### config.mk
export PLATFORM = sky130hd
export DESIGN_NAME = mem_access_sequencer
export DESIGN_NICKNAME = d
export VERILOG_FILES = /design/src/rtl/mem_access_sequencer.sv
export SDC_FILE = /design/constraint.sdc
export NUM_CORES = 1
export LEC_CHECK = 0
export ABC_AREA = 1
export CAP_MARGIN = 0
export CORE_ASPECT_RATIO = 1.4
export CORE_MARGIN = 2
export CORE_UTILIZATION = 47
export CTS_CLUSTER_DIAMETER = 200
export DETAILED_ROUTE_END_ITERATION = 7
export PLACE_DENSITY = 0.79
export SYNTH_ARGS = -nofsm -noshare
export SYNTH_HDL_FRONTEND = slang
export SYNTH_SLANG_ARGS = --single-unit
### constraint.sdc
create_clock -name clk -period 4.15 [get_ports clk]
set_input_delay 0.415 -clock clk [delete_from_list [all_inputs] [get_ports clk]]
set_output_delay 0.415 -clock clk [all_outputs]
set_load 0.02 [all_outputs]
### src/rtl/mem_access_sequencer.sv
// Sequences one pipeline load/store into big-endian single-byte accesses on a
// byte-wide RAM, stalling the pipeline until a registered completion pulse.
module mem_access_sequencer #(
    parameter int MEM_BYTES = 40,
    parameter int ADDR_W    = 32
) (
    input  logic              clk,
    input  logic              reset,
    input  logic              req,
    input  logic [1:0]        memread,
    input  logic [1:0]        memwrite,
    input  logic [ADDR_W-1:0] address,
    input  logic [31:0]       writedata,
    output logic              stall,
    output logic              ready,
    output logic              err,
    output logic [31:0]       read_data,
    output logic [ADDR_W-1:0] mem_addr,
    output logic              mem_we,
    output logic [7:0]        mem_wdata,
    input  logic [7:0]        mem_rdata,
    output logic [1:0]        dbg_state
);

    typedef enum logic [1:0] {
        S_IDLE = 2'd0,
        S_XFER = 2'd1,
        S_DONE = 2'd2
    } state_t;

    localparam logic [ADDR_W:0] MEM_LIMIT = (ADDR_W+1)'(MEM_BYTES);

    state_t            state_q;
    logic              is_load_q;
    logic [1:0]        size_q;
    logic [1:0]        k_q;
    logic [31:0]       wdata_q;
    logic [23:0]       shift_q;
    logic              ready_q;
    logic              err_q;
    logic [31:0]       read_data_q;
    logic [ADDR_W-1:0] mem_addr_q;
    logic              mem_we_q;
    logic [7:0]        mem_wdata_q;

    // Size code shared by both opcode fields: 01 word, 10 byte, 11 half.
    function automatic logic [2:0] nbytes(input logic [1:0] sz);
        case (sz)
            2'b01:   return 3'd4;
            2'b11:   return 3'd2;
            default: return 3'd1;
        endcase
    endfunction

    function automatic logic [7:0] byte_sel(input logic [31:0] d, input logic [1:0] idx);
        return d[8*idx +: 8];
    endfunction

    // Byte index to store in the beat after beat k: (N-1) - (k+1).
    function automatic logic [1:0] next_store_idx(input logic [1:0] sz, input logic [1:0] k);
        logic [2:0] idx;
        idx = nbytes(sz) - 3'd2 - {1'b0, k};
        return idx[1:0];
    endfunction

    logic [1:0]      req_size;
    logic [2:0]      req_n;
    logic [1:0]      req_first_idx;
    logic            req_bad_op;
    logic            req_misaligned;
    logic [ADDR_W:0] req_end;
    logic            req_out_of_range;
    logic            req_invalid;
    logic            req_is_store;
    logic            xfer_last;
    logic [31:0]     assembled;
    logic [31:0]     load_result;

    always_comb begin
        req_size         = memread | memwrite;
        req_n            = nbytes(req_size);
        req_first_idx    = 2'(req_n - 3'd1);
        req_bad_op       = (memread != 2'b00) == (memwrite != 2'b00);
        req_misaligned   = ((req_size == 2'b01) && (address[1:0] != 2'b00)) ||
                           ((req_size == 2'b11) && address[0]);
        // One extra bit so an address near the top cannot wrap past the limit.
        req_end          = {1'b0, address} + {{(ADDR_W-2){1'b0}}, req_n};
        req_out_of_range = req_end > MEM_LIMIT;
        req_invalid      = req_bad_op || req_misaligned || req_out_of_range;
        req_is_store     = memwrite != 2'b00;
    end

    always_comb begin
        xfer_last = {1'b0, k_q} == (nbytes(size_q) - 3'd1);
        // The final byte is still on mem_rdata when the result is formed.
        assembled = {shift_q, mem_rdata};
        case (size_q)
            2'b01:   load_result = assembled;
            2'b11:   load_result = {{16{assembled[15]}}, assembled[15:0]};
            default: load_result = {{24{assembled[7]}}, assembled[7:0]};
        endcase
    end

    always_ff @(posedge clk or posedge reset) begin
        if (reset) begin
            state_q     <= S_IDLE;
            is_load_q   <= 1'b0;
            size_q      <= 2'b00;
            k_q         <= 2'd0;
            wdata_q     <= 32'd0;
            shift_q     <= 24'd0;
            ready_q     <= 1'b0;
            err_q       <= 1'b0;
            read_data_q <= 32'd0;
            mem_addr_q  <= '0;
            mem_we_q    <= 1'b0;
            mem_wdata_q <= 8'd0;
        end else begin
            ready_q <= 1'b0;
            err_q   <= 1'b0;
            case (state_q)
                S_IDLE: begin
                    mem_addr_q  <= '0;
                    mem_we_q    <= 1'b0;
                    mem_wdata_q <= 8'd0;
                    if (req) begin
                        is_load_q <= !req_is_store;
                        size_q    <= req_size;
                        wdata_q   <= writedata;
                        k_q       <= 2'd0;
                        if (req_invalid) begin
                            state_q <= S_DONE;
                            ready_q <= 1'b1;
                            err_q   <= 1'b1;
                        end else begin
                            state_q     <= S_XFER;
                            mem_addr_q  <= address;
                            mem_we_q    <= req_is_store;
                            mem_wdata_q <= req_is_store ? byte_sel(writedata, req_first_idx) : 8'd0;
                        end
                    end
                end
                S_XFER: begin
                    if (is_load_q) begin
                        shift_q <= {shift_q[15:0], mem_rdata};
                    end
                    if (xfer_last) begin
                        state_q     <= S_DONE;
                        ready_q     <= 1'b1;
                        mem_addr_q  <= '0;
                        mem_we_q    <= 1'b0;
                        mem_wdata_q <= 8'd0;
                        if (is_load_q) begin
                            read_data_q <= load_result;
                        end
                    end else begin
                        k_q         <= k_q + 2'd1;
                        mem_addr_q  <= mem_addr_q + ADDR_W'(1);
                        mem_wdata_q <= is_load_q ? 8'd0 : byte_sel(wdata_q, next_store_idx(size_q, k_q));
                    end
                end
                S_DONE: begin
                    state_q <= S_IDLE;
                end
                default: begin
                    state_q <= S_IDLE;
                end
            endcase
        end
    end

    assign stall     = req & ~ready_q;
    assign ready     = ready_q;
    assign err       = err_q;
    assign read_data = read_data_q;
    assign mem_addr  = mem_addr_q;
    assign mem_we    = mem_we_q;
    assign mem_wdata = mem_wdata_q;
    assign dbg_state = state_q;

endmodule

* After elaboration in Yosys (flattened, before gate mapping)
Index checks and enable logic that the tools add are counted.
Word-level totals: memory bits (read-only) 0, register bits 138, input port bits 79, latch bits 0, memories 0, output and inout bits 78, RAM bits 0
Operators by class: multiplexer cells 31, reductions and logical operators 17, $mul 0, shift-type cells 2, add/subtract/negate cells 7, bitwise logic cells 3, magnitude comparators 1, equal/unequal tests 10, divide/modulo/power cells 0
Operators by type and width (number):
- one-hot mux 32 bit (2 select lines) | 2
- two-way mux 32 bit | 3
- indexed part select 32 x 6 -> 8 bit | 2
- two-way mux 8 bit | 5
- adder 32 x 3 -> 33 bit | 1
- > comparator 33 x 6 -> 1 bit, second input constant | 1
- adder 32 x 1 -> 32 bit, second input constant | 1
- one-hot mux 8 bit (2 select lines) | 1
- two-way mux 2 bit | 7
- one-hot mux 3 bit (2 select lines) | 2
- one-hot mux 2 bit (2 select lines) | 2
- AND reduction 2 bit | 4
- nonzero test 2 bit | 4
- two-way mux 1 bit | 7
- == test 2 x 1 -> 1 bit, second input constant | 3
- inequality test 2 bit, second input constant | 3
- AND reduction 3 bit | 2
- == test 2 bit, second input constant | 2
- one-hot mux 1 bit (2 select lines) | 2
- == test 2 x 3 -> 1 bit | 1
- logical OR 1 bit | 3
- subtractor 3 x 1 -> 3 bit, second input constant | 1
- adder 2 x 1 -> 2 bit, second input constant | 1
- logical AND 1 bit | 2
- other kinds (9) | 9

* Longest topological paths before layout
word-level depth 12, mapped depth 20

* Least setup slack after synthesis
No wires, ideal clock.
kind input to register, start point in memwrite[0], end point reg mem_wdata_q[1], in the netlist mem_wdata[1], path slack 1.367 ns, data arrival time 2.705 ns, stages 18, data required time 4.073 ns, buffers on the path 1, cell sequence inv_1 -> nand2_1 -> clkinv_1 -> nor2_1 -> ha_1 -> or2_2 -> nand2_1 -> nor2_4 -> nand2_1 -> nand2_1 -> nand2_1 -> nand2_1 -> nor2_2 -> nand3_2 -> nor2_4 -> buf_4 -> nand4_1 -> a21oi_1
Between the ends: cells in the longest elaborated chain, start to end 9
RTL lines:
- start, declared | RTL line 11 | input logic [1:0] memwrite,
- OR 2 bit | RTL line 80 | req_size = memread | memwrite;
- == test 2 bit or == test 2 x 1 -> 1 bit (tied branches) | RTL line 48, 85, 84
- one-hot mux 3 bit (2 select lines) (tied with other cells) | RTL line 48 | case (sz)
- adder 32 x 3 -> 33 bit (tied with other cells) | RTL line 87 | req_end = {1'b0, address} + {{(ADDR_W-2){1'b0}}, req_n};
- > comparator 33 x 6 -> 1 bit (tied with other cells) | RTL line 88 | req_out_of_range = req_end > MEM_LIMIT;
- logical OR 1 bit or two-way mux 8 bit (tied branches) | RTL line 89, 139
- two-way mux 8 bit (*) | RTL line 131 | if (req_invalid) begin
- two-way mux 8 bit (*) | RTL line 126 | if (req) begin
- one-hot mux 8 bit (2 select lines) (*) | RTL line 121 | case (state_q)
- end signal, assigned | RTL line 139 | mem_wdata_q <= req_is_store ? byte_sel(writedata, req_first_idx) : 8'd0;
- end signal, assigned | RTL line 159 | mem_wdata_q <= is_load_q ? 8'd0 : byte_sel(wdata_q, next_store_idx(size_q, k_q));
- end, declared | RTL line 44 | logic [7:0] mem_wdata_q;
Mark *: on every way between the ends. The rest lies on a longest branch, timed or not. A chain may end at the register's enable or synchronous reset.

* Worst setup path after layout
start point in memread[0], end point reg state_q[1], in the netlist dbg_state[1]
Between the ends: cells in the longest elaborated chain, start to end 9
RTL lines:
- start, declared | RTL line 10 | input logic [1:0] memread,
- OR 2 bit | RTL line 80
- == test 2 bit or == test 2 x 1 -> 1 bit (tied branches) | RTL line 48, 85, 84
- one-hot mux 3 bit (2 select lines) (tied with other cells) | RTL line 48
- adder 32 x 3 -> 33 bit or logical OR 1 bit (tied branches) | RTL line 87, 84
- > comparator 33 x 6 -> 1 bit or logical OR 1 bit (tied branches) | RTL line 88, 89
- logical OR 1 bit (*) | RTL line 89 | req_invalid = req_bad_op || req_misaligned || req_out_of_range;
- two-way mux 2 bit (*) | RTL line 131
- two-way mux 2 bit (*) | RTL line 126
- one-hot mux 2 bit (2 select lines) (*) | RTL line 121
- end signal, assigned | RTL line 106 | state_q <= S_IDLE;
- end signal, assigned | RTL line 132 | state_q <= S_DONE;
- end signal, assigned | RTL line 136 | state_q <= S_XFER;
- end, declared | RTL line 33 | state_t state_q;
Mark *: on every way between the ends. The rest lies on a longest branch, timed or not. The select of a mux whose other input is x is not followed.

==> metrics.yaml <==
yosysUniqueCellTypes: 42
r2r_setup_slack_ns: 1.01
row_count: 56
ys_seq_elements: 138
wl_met2_um: 12100
fin_crit_ns: 3.35
cp_max_fo: 17
layout.nets: 1328
irDropWorstVdd_v: 0.000225
hold_buffers: 0
overflow: 0
synth_fp_nets: 1179
post-cts-setup-buffers: 0
syn-mean-instance-area_um2: 7.23
multi_input_area_um2: 3860
io_pins: 157
ys_warn_count: 0
tns_ns: 0
syn_area_um2: 7910
seq_power_share_pct: 40.9
grt_start_max_net_pins: 113
reg2reg_to: "read_data[9]$_DFFE_PP0P_"
drtIter0Drc: 597
p_sw_share_pct: 30.0
hpwl_um: 17700
holdWs_ns: 0.488
drive_gt1_share_pct: 7.01
fp.dieH_um: 158
fmaxAchievable_mhz: 299
drv_slew: 0
pwr_density_cell_nw_per_um2: 346
synth_top_area_cell: "dfrtp_1"
clock_latency_ns: 0.42
finalSetupViolations: 0
synthToLayoutAreaGrowth_pct: 29.8
finalCritPeriodShare_pct: 80.7
reg2reg_from: "size_q[0]$_DFFE_PP0P_"
synth_compound_area_share_pct: 13.0
wl_met1_um: 9220
muxShareOfSynthArea_pct: 1.25
rsz0062_at_grt: "false"
grtUsageTotal_pct: 27.1
clkTransAtPathRegs_ns: 0.06
cts-resized-gates: 0
power.internal_mw: 2.48
synth_top_cell_area_share_pct: 43.7
cp.arrival_ns: 3.63
num_vias: 7899
ff_latch_area_um2: 3450
drtPass1Iterations: 5
ff2ff_path_depth: 10
worst_slew_pin_slew_ns: 1.02
dieArea_um2: 17900
viasPerCell: 5.41
criticalPathCategory: "primary input to register"
hold_depth: 2
initial_utilization_pct: 47.6
routed.top_layer: "met4"
clockRootBuffer: "clkbuf_16"
status: "completed"
end_kind: "register"
drc: 0
synthTopCellsByArea: "dfrtp_1 (44%), nand2_1 (16%), nor2_1 (6.5%), o21ai_0 (6.4%), inv_1 (5.3%)"
hold-path-endpoint: "wdata_q[31]$_DFFE_PP0P_"
synthCells: 1094
num-fill-cells: 1510
portBuffers: 156
hold_viol: 0
cts_tree: "yes"
core-area_um2: 16600
die_w_um: 114
ys_seq_area_share_pct: 43.7
grt_pass1_vias: 7654
p_leak_nw: 4.53
grt_antenna_before_repair: 0
routed_wirelength_um: 23800
critPathRequiredTime_ns: 4.43
hp-class: "register to register"
synth-simple-area-share_pct: 32.3
skew_ns: 0.0144
cts_buffers: 17
cts.sinks: 138
worst_setup_path_start_kind: "primary input"
clk_path_buf_depth: 2
timing.slew.headroom_pct: 32.0
globalplace.congestion: 1.01
synth_top_family_by_area: "simple AND/OR/NAND/NOR gates"
synth_fa_ha_area_share_pct: 1.04
wl_met3_um: 1300
htreeDepth: 4
power.share.combinational_pct: 15.5
routedWlPerCell_um: 16.3
antenna_left: 0
cap_violations: 0
clockPowerShare_pct: 43.6
synth_xor_area_share_pct: 1.22
insertedDiodeCount: 0
min_from: "wdata_q[31]$_DFFE_PP0P_"
power_switching_mw: 1.07
grt_pass1_wl_um: 38100
## Yosys cell counts
master         instances
nand2_1              341
nor2_8                 1
clkbuf_1              26
buf_2                  6
mux2i_1                2
nor2_1               138
o211ai_1               2
o21ai_1                1
mux2_2                 7
buf_1                  1
xnor2_1                7
a211oi_1               8
a21oi_1               33
nand2_2                5
inv_1                111
or2_2                  1
nand3_1               38
nor2_4                 6
a31oi_1               26
o221ai_1               9
inv_2                  3
dfrtp_1              138
nand3_2                5
a31o_2                 2
fa_1                   1
nand4_1               25
xor2_1                 4
nor3b_1                3
nand2_4                1
buf_4                  3
nand3b_1              10
nor3_2                 2
o22a_1                 1
nor3_4                 1
ha_1                   5
clkinv_1               3
nor2_2                 9
o21ai_0              101
dlygate4sd1_1          1
nor3_1                 5
nor4_1                 1
o21bai_1               1
## cell usage in the layout (no fill, tap or decap), types with 6 or more instances in the layout
master           Yosys  routed
a211oi_1             8       8
a21oi_1             33      33
a31oi_1             26      26
buf_4                3      10
clkbuf_16            0      17
clkdlybuf4s50_1      0     156
dfrtp_1            138     138
inv_1              111     110
mux2_2               7       7
nand2_1            341     341
nand3_1             38      38
nand3b_1            10      10
nand4_1             25      25
nor2_1             138     137
nor2_2               9      10
nor2_4               6       6
o21ai_0            101     101
o221ai_1             9       9
xnor2_1              7       7
## area by class of cell
type,count,share of cell area [%]
multi-input combinational,802,37.6
sequential,138,33.6
timing repair buffer,167,16.1
inverter,117,4.33
clock buffer,17,4.14
tap,203,2.47
clock inverter,15,1.72
## metrics by stage
stage | utilization (%) | setup slack (ns) | power [mW] | instances | cell area, µm²
2_1_floorplan | - | 0.0388 | 1.79 | 1094 | 7910
3_3_place_gp | 58.2 | 0.426 | 2.01 | 1427 | 9670
3_5_place_dp | 58.2 | 0.413 | 2.02 | 1427 | 9670
4_1_cts | 61.8 | 0.816 | 3.56 | 1459 | 10300
5_1_grt | 61.8 | 0.492 | 3.69 | 1459 | 10300
6_report | 61.8 | 0.802 | 3.55 | 1459 | 10300
## registers in the layout (all words and copies together) (netlist names)
signal	count
dbg_state	2
k_q	2
mem_addr	32
is_load_q	1
shift_q	24
err	1
ready	1
mem_we	1
wdata_q	32
mem_wdata	8
read_data	32
size_q	2
## worst max-delay path, stage by stage
cell and delay [ns]:
clkdlybuf4s50_1 0.49, inv_1 0.05, nand2_1 0.18, clkinv_1 0.17, nor2_1 0.25, ha_1 0.36, or2_2 0.34, nand2_1 0.18
nor2_4 0.08, nand3_1 0.07, nand2_1 0.05, nand2_1 0.06, nand2_1 0.07, nor2_1 0.11, nand2_1 0.10, nor2_4 0.35
nand2_1 0.11, nand2_1 0.11, nand2_1 0.09
## layer usage
metal	GRT usage [%]	vias up
li1	-	3855
met1	30.8	3660
met2	48.3	307
met3	4.70	77
met4	14.4	0
met5	0	-
## worst max-delay path by stage
stage	end	slack (ns)	cells past startpoint	from
after floorplan	dbg_state[0]$_DFFE_PP0P_	0.04	1	reset
after global placement	mem_addr[6]$_DFFE_PP0P_	0.43	18	memread[0]
after detailed placement	mem_addr[6]$_DFFE_PP0P_	0.41	18	memread[0]
after CTS	mem_addr[6]$_DFFE_PP0P_	0.82	18	memread[0]
after global routing	dbg_state[1]$_DFFE_PP0P_	0.49	19	memread[0]
final	dbg_state[1]$_DFFE_PP0P_	0.80	19	memread[0]
## power by group through the flow
stage | sequential (mW) | combinational, mW | clock [mW]
2_1_floorplan | 1.48 | 0.310 | 0
3_3_place_gp | 1.47 | 0.542 | 0
3_5_place_dp | 1.47 | 0.547 | 0
4_1_cts | 1.45 | 0.550 | 1.56
5_1_grt | 1.46 | 0.612 | 1.62
6_report | 1.45 | 0.551 | 1.55
## logic make-up (layout without fill, tap and decap cells)
| group | Yosys count | count (layout) |
|---|---|---|
| buffers and inverters | 154 | 316 |
| multiplexers | 9 | 9 |
| AND/OR/NAND/NOR | 592 | 592 |
| XOR/XNOR | 11 | 11 |
| adder cells (fa/ha/maj) | 6 | 6 |
| AO/OA/AOI/OAI | 184 | 184 |
| flip-flops | 138 | 138 |
No activity file was read; power rests on OpenSTA's default activity.
